===== src/rtl/ber_pkg.sv =====
`default_nettype none
// ============================================================================
//  Module      : ber_pkg
//  Description : Shared types, default widths and saturating-add helper for
//                the BER accumulator.
//  Revision    : 1.0 - initial release
// ============================================================================
package ber_pkg;

    localparam int c_DEF_WIDTH = 8;
    localparam int c_DEF_CNT_W = 48;
    localparam int c_DEF_WIN_W = 32;

    typedef enum logic [1:0] {
        IDLE      = 2'd0,
        WAIT_LOCK = 2'd1,
        MEASURE   = 2'd2,
        DONE      = 2'd3
    } state_t;

    typedef struct packed {
        logic [63:0] sum;
        logic        carry;
    } sat_res_t;

    // Sum computed one bit wider so a clip against any limit up to 64 bits is exact.
    function automatic sat_res_t sat_add(input logic [63:0] a,
                                         input logic [63:0] b,
                                         input logic [63:0] lim);
        sat_res_t   res;
        logic [64:0] full;
        full = {1'b0, a} + {1'b0, b};
        if (full > {1'b0, lim}) begin
            res.sum   = lim;
            res.carry = 1'b1;
        end else begin
            res.sum   = full[63:0];
            res.carry = 1'b0;
        end
        return res;
    endfunction

endpackage
`default_nettype wire


===== src/rtl/ber_accumulator_if.sv =====
`default_nettype none
// ============================================================================
//  Module      : ber_accumulator_if
//  Description : Checker-side inputs, host controls and status/total outputs.
//  Revision    : 1.0 - initial release
// ============================================================================
interface ber_accumulator_if
    import ber_pkg::*;
#(
    parameter int WIDTH = c_DEF_WIDTH,
    parameter int CNT_W = c_DEF_CNT_W,
    parameter int WIN_W = c_DEF_WIN_W
);
    logic             en;
    logic             lock;
    logic [WIDTH:0]   err_num;
    logic             start;
    logic             stop;
    logic [WIN_W-1:0] window_words;
    logic [CNT_W-1:0] bit_cnt;
    logic [CNT_W-1:0] err_cnt;
    logic             busy;
    logic             done;
    logic             lock_lost;
    logic             overflow;

    modport master (
        output en, lock, err_num, start, stop, window_words,
        input  bit_cnt, err_cnt, busy, done, lock_lost, overflow
    );

    modport slave (
        input  en, lock, err_num, start, stop, window_words,
        output bit_cnt, err_cnt, busy, done, lock_lost, overflow
    );
endinterface
`default_nettype wire


===== src/rtl/sat_accum.sv =====
`default_nettype none
// ============================================================================
//  Module      : sat_accum
//  Description : Saturating accumulator with synchronous clear; o_sat flags a
//                clipped addition in the current cycle.
//  Revision    : 1.0 - initial release
// ============================================================================
module sat_accum
    import ber_pkg::*;
#(
    parameter int CNT_W = c_DEF_CNT_W,
    parameter int ADD_W = c_DEF_WIDTH + 1
) (
    input  wire logic             clk,
    input  wire logic             reset,
    input  wire logic             i_clr,
    input  wire logic             i_add_en,
    input  wire logic [ADD_W-1:0] i_addend,
    output logic      [CNT_W-1:0] o_value,
    output logic                  o_sat
);
    localparam logic [63:0] c_LIMIT = 64'((65'd1 << CNT_W) - 65'd1);

    logic [CNT_W-1:0] r_value;
    sat_res_t         w_res;

    assign w_res   = sat_add(64'(r_value), 64'(i_addend), c_LIMIT);
    assign o_sat   = i_add_en & w_res.carry;
    assign o_value = r_value;

    always_ff @(posedge clk) begin
        if (reset) begin
            r_value <= '0;
        end else if (i_clr) begin
            r_value <= '0;
        end else if (i_add_en) begin
            r_value <= w_res.sum[CNT_W-1:0];
        end
    end

    // Bits above the accumulator width are always zero after the clip.
    generate
        if (CNT_W < 64) begin : g_pad
            logic w_unused_hi;
            assign w_unused_hi = ^w_res.sum[63:CNT_W];
        end
    endgenerate

endmodule
`default_nettype wire


===== src/rtl/ber_accumulator.sv =====
`default_nettype none
// ============================================================================
//  Module      : ber_accumulator
//  Description : Windowed bit/error accumulation behind prbs_checker, with
//                frozen totals and sticky lock-loss / overflow status.
//  Revision    : 1.0 - initial release
// ============================================================================
module ber_accumulator
    import ber_pkg::*;
#(
    parameter int WIDTH = c_DEF_WIDTH,
    parameter int CNT_W = c_DEF_CNT_W,
    parameter int WIN_W = c_DEF_WIN_W
) (
    input  wire logic       clk,
    input  wire logic       reset,
    ber_accumulator_if.slave bus
);
    localparam logic [31:0] c_BITS_PER_WORD = 32'(WIDTH);

    state_t           r_state;
    logic             r_busy;
    logic             r_done;
    logic             r_lock_lost;
    logic             r_overflow;
    logic [WIN_W-1:0] r_words;
    logic [WIN_W-1:0] r_window;

    logic             w_qualify;
    logic [WIN_W-1:0] w_words_inc;
    logic             w_window_hit;
    logic             w_sat_bits;
    logic             w_sat_errs;
    logic [CNT_W-1:0] w_bit_cnt;
    logic [CNT_W-1:0] w_err_cnt;

    assign w_qualify    = (r_state == MEASURE) && bus.en && bus.lock;
    assign w_words_inc  = r_words + WIN_W'(1);
    assign w_window_hit = (r_window != '0) && (w_words_inc == r_window);

    sat_accum #(
        .CNT_W (CNT_W),
        .ADD_W (32)
    ) u_bits (
        .clk      (clk),
        .reset    (reset),
        .i_clr    (bus.start),
        .i_add_en (w_qualify),
        .i_addend (c_BITS_PER_WORD),
        .o_value  (w_bit_cnt),
        .o_sat    (w_sat_bits)
    );

    sat_accum #(
        .CNT_W (CNT_W),
        .ADD_W (WIDTH + 1)
    ) u_errs (
        .clk      (clk),
        .reset    (reset),
        .i_clr    (bus.start),
        .i_add_en (w_qualify),
        .i_addend (bus.err_num),
        .o_value  (w_err_cnt),
        .o_sat    (w_sat_errs)
    );

    always_ff @(posedge clk) begin
        if (reset) begin
            r_state     <= IDLE;
            r_busy      <= 1'b0;
            r_done      <= 1'b0;
            r_lock_lost <= 1'b0;
            r_overflow  <= 1'b0;
            r_words     <= '0;
            r_window    <= '0;
        end else if (bus.start) begin
            // start outranks stop and restarts from any state
            r_state     <= WAIT_LOCK;
            r_busy      <= 1'b1;
            r_done      <= 1'b0;
            r_lock_lost <= 1'b0;
            r_overflow  <= 1'b0;
            r_words     <= '0;
            r_window    <= bus.window_words;
        end else begin
            if (w_sat_bits || w_sat_errs) begin
                r_overflow <= 1'b1;
            end
            case (r_state)
                IDLE: begin
                    r_busy <= 1'b0;
                    r_done <= 1'b0;
                end
                WAIT_LOCK: begin
                    if (bus.stop) begin
                        r_state <= DONE;
                        r_busy  <= 1'b0;
                        r_done  <= 1'b1;
                    end else if (bus.lock) begin
                        r_state <= MEASURE;
                    end
                end
                MEASURE: begin
                    if (w_qualify) begin
                        r_words <= w_words_inc;
                    end
                    // A lock-loss word is never qualifying, so it cannot also end the window.
                    if (bus.en && !bus.lock) begin
                        r_state     <= DONE;
                        r_busy      <= 1'b0;
                        r_done      <= 1'b1;
                        r_lock_lost <= 1'b1;
                    end else if ((w_qualify && w_window_hit) || bus.stop) begin
                        r_state <= DONE;
                        r_busy  <= 1'b0;
                        r_done  <= 1'b1;
                    end
                end
                DONE: begin
                    r_busy <= 1'b0;
                    r_done <= 1'b1;
                end
                default: begin
                    r_state <= IDLE;
                    r_busy  <= 1'b0;
                    r_done  <= 1'b0;
                end
            endcase
        end
    end

    assign bus.bit_cnt   = w_bit_cnt;
    assign bus.err_cnt   = w_err_cnt;
    assign bus.busy      = r_busy;
    assign bus.done      = r_done;
    assign bus.lock_lost = r_lock_lost;
    assign bus.overflow  = r_overflow;

endmodule
`default_nettype wire


===== src/flat_wrapper.sv =====
// flat-port wrapper written by rule: the top's interface ports become plain ports
module ber_accumulator_flat import ber_pkg::*;
#(
    parameter int WIDTH = c_DEF_WIDTH,
    parameter int CNT_W = c_DEF_CNT_W,
    parameter int WIN_W = c_DEF_WIN_W
)
  (clk, reset, bus_en, bus_lock, bus_err_num, bus_start, bus_stop, bus_window_words, bus_bit_cnt, bus_err_cnt, bus_busy, bus_done, bus_lock_lost, bus_overflow);
  ber_accumulator_if #(.WIDTH(WIDTH), .CNT_W(CNT_W), .WIN_W(WIN_W)) bus_i ();
  input  wire logic clk;
  input  wire logic reset;
  input wire logic [$bits(bus_i.en)-1:0] bus_en;
  input wire logic [$bits(bus_i.lock)-1:0] bus_lock;
  input wire logic [$bits(bus_i.err_num)-1:0] bus_err_num;
  input wire logic [$bits(bus_i.start)-1:0] bus_start;
  input wire logic [$bits(bus_i.stop)-1:0] bus_stop;
  input wire logic [$bits(bus_i.window_words)-1:0] bus_window_words;
  output wire logic [$bits(bus_i.bit_cnt)-1:0] bus_bit_cnt;
  output wire logic [$bits(bus_i.err_cnt)-1:0] bus_err_cnt;
  output wire logic [$bits(bus_i.busy)-1:0] bus_busy;
  output wire logic [$bits(bus_i.done)-1:0] bus_done;
  output wire logic [$bits(bus_i.lock_lost)-1:0] bus_lock_lost;
  output wire logic [$bits(bus_i.overflow)-1:0] bus_overflow;
  assign bus_i.en = bus_en;
  assign bus_i.lock = bus_lock;
  assign bus_i.err_num = bus_err_num;
  assign bus_i.start = bus_start;
  assign bus_i.stop = bus_stop;
  assign bus_i.window_words = bus_window_words;
  assign bus_bit_cnt = bus_i.bit_cnt;
  assign bus_err_cnt = bus_i.err_cnt;
  assign bus_busy = bus_i.busy;
  assign bus_done = bus_i.done;
  assign bus_lock_lost = bus_i.lock_lost;
  assign bus_overflow = bus_i.overflow;
  ber_accumulator #(.WIDTH(WIDTH), .CNT_W(CNT_W), .WIN_W(WIN_W)) u_core (.clk(clk), .reset(reset), .bus(bus_i));
endmodule

===== config.mk =====
export PLATFORM = sky130hd
export DESIGN_NAME = ber_accumulator_flat
export DESIGN_NICKNAME = d
export VERILOG_FILES = /design/src/rtl/ber_pkg.sv /design/src/rtl/ber_accumulator_if.sv /design/src/rtl/sat_accum.sv /design/src/rtl/ber_accumulator.sv /design/src/flat_wrapper.sv
export SDC_FILE = /design/constraint.sdc
export NUM_CORES = 1
export LEC_CHECK = 0
export ABC_CLOCK_PERIOD_IN_PS = 3550
export CAP_MARGIN = 20
export CORE_MARGIN = 3
export CORE_UTILIZATION = 50
export DETAILED_ROUTE_END_ITERATION = 8
export GPL_TIMING_DRIVEN = 0
export PLACE_DENSITY = 0.81
export SKIP_LAST_GASP = 1
export SYNTH_ARGS = -nofsm -noshare
export SYNTH_HDL_FRONTEND = slang
export SYNTH_SLANG_ARGS = --single-unit

===== constraint.sdc =====
create_clock -name clk -period 3.55 [get_ports clk]
set_input_delay 1.065 -clock clk [delete_from_list [all_inputs] [get_ports clk]]
set_output_delay 1.065 -clock clk [all_outputs]
set_load 0.01 [all_outputs]

==> flow_metrics.tcl <==
set metrics [dict create \
    synth-simple-area-share 0.303 \
    ys_seq_area_frac 0.336 \
    r2r_slack_ns 0.11 \
    setup.worst_path.end_class "flip-flop" \
    grt.met3_usage 0.0741 \
    grt_pass1_vias 9782 \
    worst_path_dominant_cell_family "simple AND/OR/NAND/NOR gates" \
    hold_buffers 0 \
    irDropWorstVdd_mv 0.328 \
    postSynth.asyncResetShare 0 \
    vias_per_cell 6.34 \
    drc 3 \
    worst_r2r_path_depth 10 \
    die_area_mm2 0.0212 \
    clockBufferDepth 2 \
    slew_violations 0 \
    slew-limit-headroom 0.390 \
    cpMostUsedCell "sky130_fd_sc_hd__buf_2" \
    r2r-end "u_core.u_bits.o_value[10]" \
    top_level_ports 147 \
    r2r-start "u_core.u_bits.o_value[8]" \
    drv.max_cap_violation_count 0 \
    fin_crit_sh 0.970 \
    clkLatencyLatePin_ns 0.43 \
    die_x_um 146 \
    pwr_density_cell_mw_per_mm2 321 \
    cts_max_level 4 \
    whs_path_depth 2 \
    finalHoldViolCount 0 \
    setup_ws_ns 0.105 \
    placed_cell_area_mm2 0.0115 \
    fmaxAchievable_ghz 0.290 \
    path_cells "buf_2 > nand3_1 > buf_2 > nor4_2 > nand4_1 > nor2_4 > nor2_1 > clkbuf_1 > a31oi_1 > o21a_1" \
    failing_checks "design-rule violations" \
    net_count_after_synthesis 1292 \
    synth.area.mux_share 0.0410 \
    starting_density_of_the_core 0.515 \
    numPortBuffers 144 \
    grt_pass1_wl_um 52600 \
    endpoint "u_core.u_bits.o_value[10]" \
    min-delay-path-class "reg2reg" \
    antenna_cells 0 \
    leakage_uw 0.00417 \
    grt_antenna_before_repair 0 \
    startpoint "u_core.u_bits.o_value[8]" \
    detail_route.iter0.violations 1240 \
    clock_tree.root_cell "sky130_fd_sc_hd__clkbuf_16" \
    area_delta_synth_final_pct 27.2 \
    postSynth.topFlopCell "sky130_fd_sc_hd__dfxtp_1" \
    worstPathRequired_ns 3.93 \
    dp.final_hpwl_um 24400 \
    synth_xor_xnor_area_share 0.0736 \
    pin_count_of_the_biggest_net_entering_global_routing 17 \
    synthCells 1232 \
    worstMarginPinSlew_ns 0.914 \
    finish.net_count 1467 \
    yosysWarnings 0 \
    tritoncts_num_sinks 164 \
    worstPathArrival_ns 3.82 \
    placement_rows 50 \
    detail_route.wirelength_um 34000 \
    top_usage_layer "met2" \
    timing.critical_path.depth 10 \
    timing.critical_path.slowest_cell_delay_ns 0.44 \
    drtAntennaViolNets 0 \
    cts_tree "done" \
    synth-edff-count 0 \
    place.gp.congestion 0.952 \
    path_buf_inv 3 \
    yosysUniqueCellTypes 73 \
    postSynthRegisterBits 164 \
    pre_cts_setup_slack_ns -1.08 \
    synth_compound_gate_area_share 0.187 \
    syn_avg_cell_area_um2 7.92 \
    met2_global_route_usage 0.467 \
    chipHeight_um 146 \
    run_status "finished, violations left" \
    synth_area_mm2 0.00976 \
    synth-adder-area-share 0.0174 \
    report.final.setup_viol 0 \
    use_met1 0.413 \
    wl_per_cell_um 20.3 \
    dr_total_vias 10600 \
    finalInstanceArea_mm2 0.0124 \
    crit_path_max_fanout 10 \
    drt_pass1_iterations 9 \
    fin_worst_skew_ns 0.0116 \
    critPathLaunchType "flip-flop" \
    floorplan.core_area_mm2 0.0190 \
    min_period_ns 3.44 \
    grt_setup_unrepaired "yes" \
    timing_worst_setup_path_type "reg2reg" \
    clk_transition_reported_paths_ns 0.06 \
    globalRoute.totalOverflow 0 \
    final_layout_size_suffix_gt1_frac 0.0889 \
    synth_top_family_by_area "simple AND/OR/NAND/NOR gates" \
    tritoncts.num_buffers 17 \
    critical_path.slowest_cell "sky130_fd_sc_hd__nand4_1" \
    grt_util_all_layers 0.304 \
]
[worst reg2reg max path: cells and delay by family (launching register included)]
kind                   cells  cell delay, ns
AND/OR/NAND/NOR            5            1.66
flip-flops                 1            0.37
AO/OA/AOI/OAI              2            0.48
buffers and inverters      3            0.91
[power breakdown]
| group | switching, uW | total, uW | internal (uW) | leakage, uW |
|---|---|---|---|---|
| logic | 139 | 259 | 120 | 0.00257 |
| registers | 32.1 | 1900 | 1860 | 0.00133 |
| clock network | 767 | 1830 | 1060 | 0.000274 |
[layout by cell type (no fill, tap or decap), types with 18 or more instances in the layout]
cell type	count
sky130_fd_sc_hd__a31oi_1	24
sky130_fd_sc_hd__o21ai_0	64
sky130_fd_sc_hd__mux2i_1	40
sky130_fd_sc_hd__xor2_1	40
sky130_fd_sc_hd__and3_1	22
sky130_fd_sc_hd__clkdlybuf4s50_1	142
sky130_fd_sc_hd__nand4_1	43
sky130_fd_sc_hd__inv_1	20
sky130_fd_sc_hd__nor2_1	144
sky130_fd_sc_hd__a211oi_1	18
sky130_fd_sc_hd__dfxtp_1	163
sky130_fd_sc_hd__or3_1	18
sky130_fd_sc_hd__nand3_1	50
sky130_fd_sc_hd__clkbuf_1	46
sky130_fd_sc_hd__nand2_1	88
sky130_fd_sc_hd__nor4_1	26
sky130_fd_sc_hd__a21oi_1	85
sky130_fd_sc_hd__xnor2_1	42
sky130_fd_sc_hd__nor3_1	40
[through the flow]
step                hold slack (ns)  utilization  power [uW]  setup TNS [ns]  std cells
global route                  0.524        0.655        4080          -0.208       1677
detailed placement            0.477        0.608        2180          -54.71       1637
finish                        0.480        0.655        3980               0       1677
global placement              0.463        0.608        2180          -49.98       1636
floorplan                     0.475            -        2070               0       1232
CTS                           0.485        0.646        3970               0       1672
[worst min-delay path by stage]
| stage | startpoint | to | slack [ns] |
|---|---|---|---|
| after global routing | u_core.u_errs.o_value[4] | u_core.u_errs.o_value[4] | 0.52 |
| after global placement | u_core.bus.busy | u_core.bus.busy | 0.46 |
| after detailed placement | u_core.bus.busy | u_core.bus.busy | 0.48 |
| after CTS | u_core.bus.busy | u_core.bus.busy | 0.49 |
| final | u_core.bus.busy | u_core.bus.busy | 0.48 |
| after floorplan | u_core.r_words[1] | u_core.r_words[1] | 0.47 |
[kinds of logic after synthesis]
kind of cell    count (synthesis)
compound gates                285
mux                            40
fa+ha+maj                      13
buf+inv                        99
simple gates                  549
xor+xnor                       82
flops                         164
[per-layer routing]
layer | routed length [um] | part of all wire | vias up
li1 | - | - | 4912
met1 | 14100 | 0.41 | 4988
met2 | 15100 | 0.44 | 628
met3 | 3750 | 0.11 | 112
met4 | 1100 | 0.032 | 0
met5 | 0 | 0 | -
[flip-flops by register name, summed over array words and instances, names as in the netlist]
register               flops
u_core.bus.busy            1
u_core.u_errs.o_value     48
u_core.r_words            32
u_core.r_state             2
u_core.bus.lock_lost       1
u_core.bus.done            1
u_core.u_bits.o_value     46
u_core.r_window           32
u_core.bus.overflow        1
[Yosys cell counts (29+ instances only)]
cell	number	share of area
sky130_fd_sc_hd__nor4_1	29	0.019
sky130_fd_sc_hd__nand4_1	43	0.028
sky130_fd_sc_hd__a21oi_1	87	0.045
sky130_fd_sc_hd__xnor2_1	42	0.038
sky130_fd_sc_hd__nand2_1	90	0.035
sky130_fd_sc_hd__mux2i_1	40	0.041
sky130_fd_sc_hd__dfxtp_1	164	0.34
sky130_fd_sc_hd__nor2_1	148	0.057
sky130_fd_sc_hd__xor2_1	40	0.036
sky130_fd_sc_hd__o21ai_0	66	0.034
sky130_fd_sc_hd__nor3_1	41	0.021
sky130_fd_sc_hd__clkbuf_1	55	0.021
sky130_fd_sc_hd__nand3_1	51	0.026
[cell type report]
type                       instances  area (um^2)
buffer                            78          355
clock buffer                      20          457
clock inverter                     9          108
fill                            1629         6540
inverter                          20         75.1
multi-input combinational        969         6270
sequential                       164         3280
tap                              260          325
timing repair buffer             157         1540
[repair_timing]
item                       CTS  global route
resized for setup           31            33
buffers inserted             6             6
hold endpoints to repair     0             0
pin swaps                    6             9
setup endpoints to repair   77            65
Note: power is estimated with default switching activity, not from simulation.
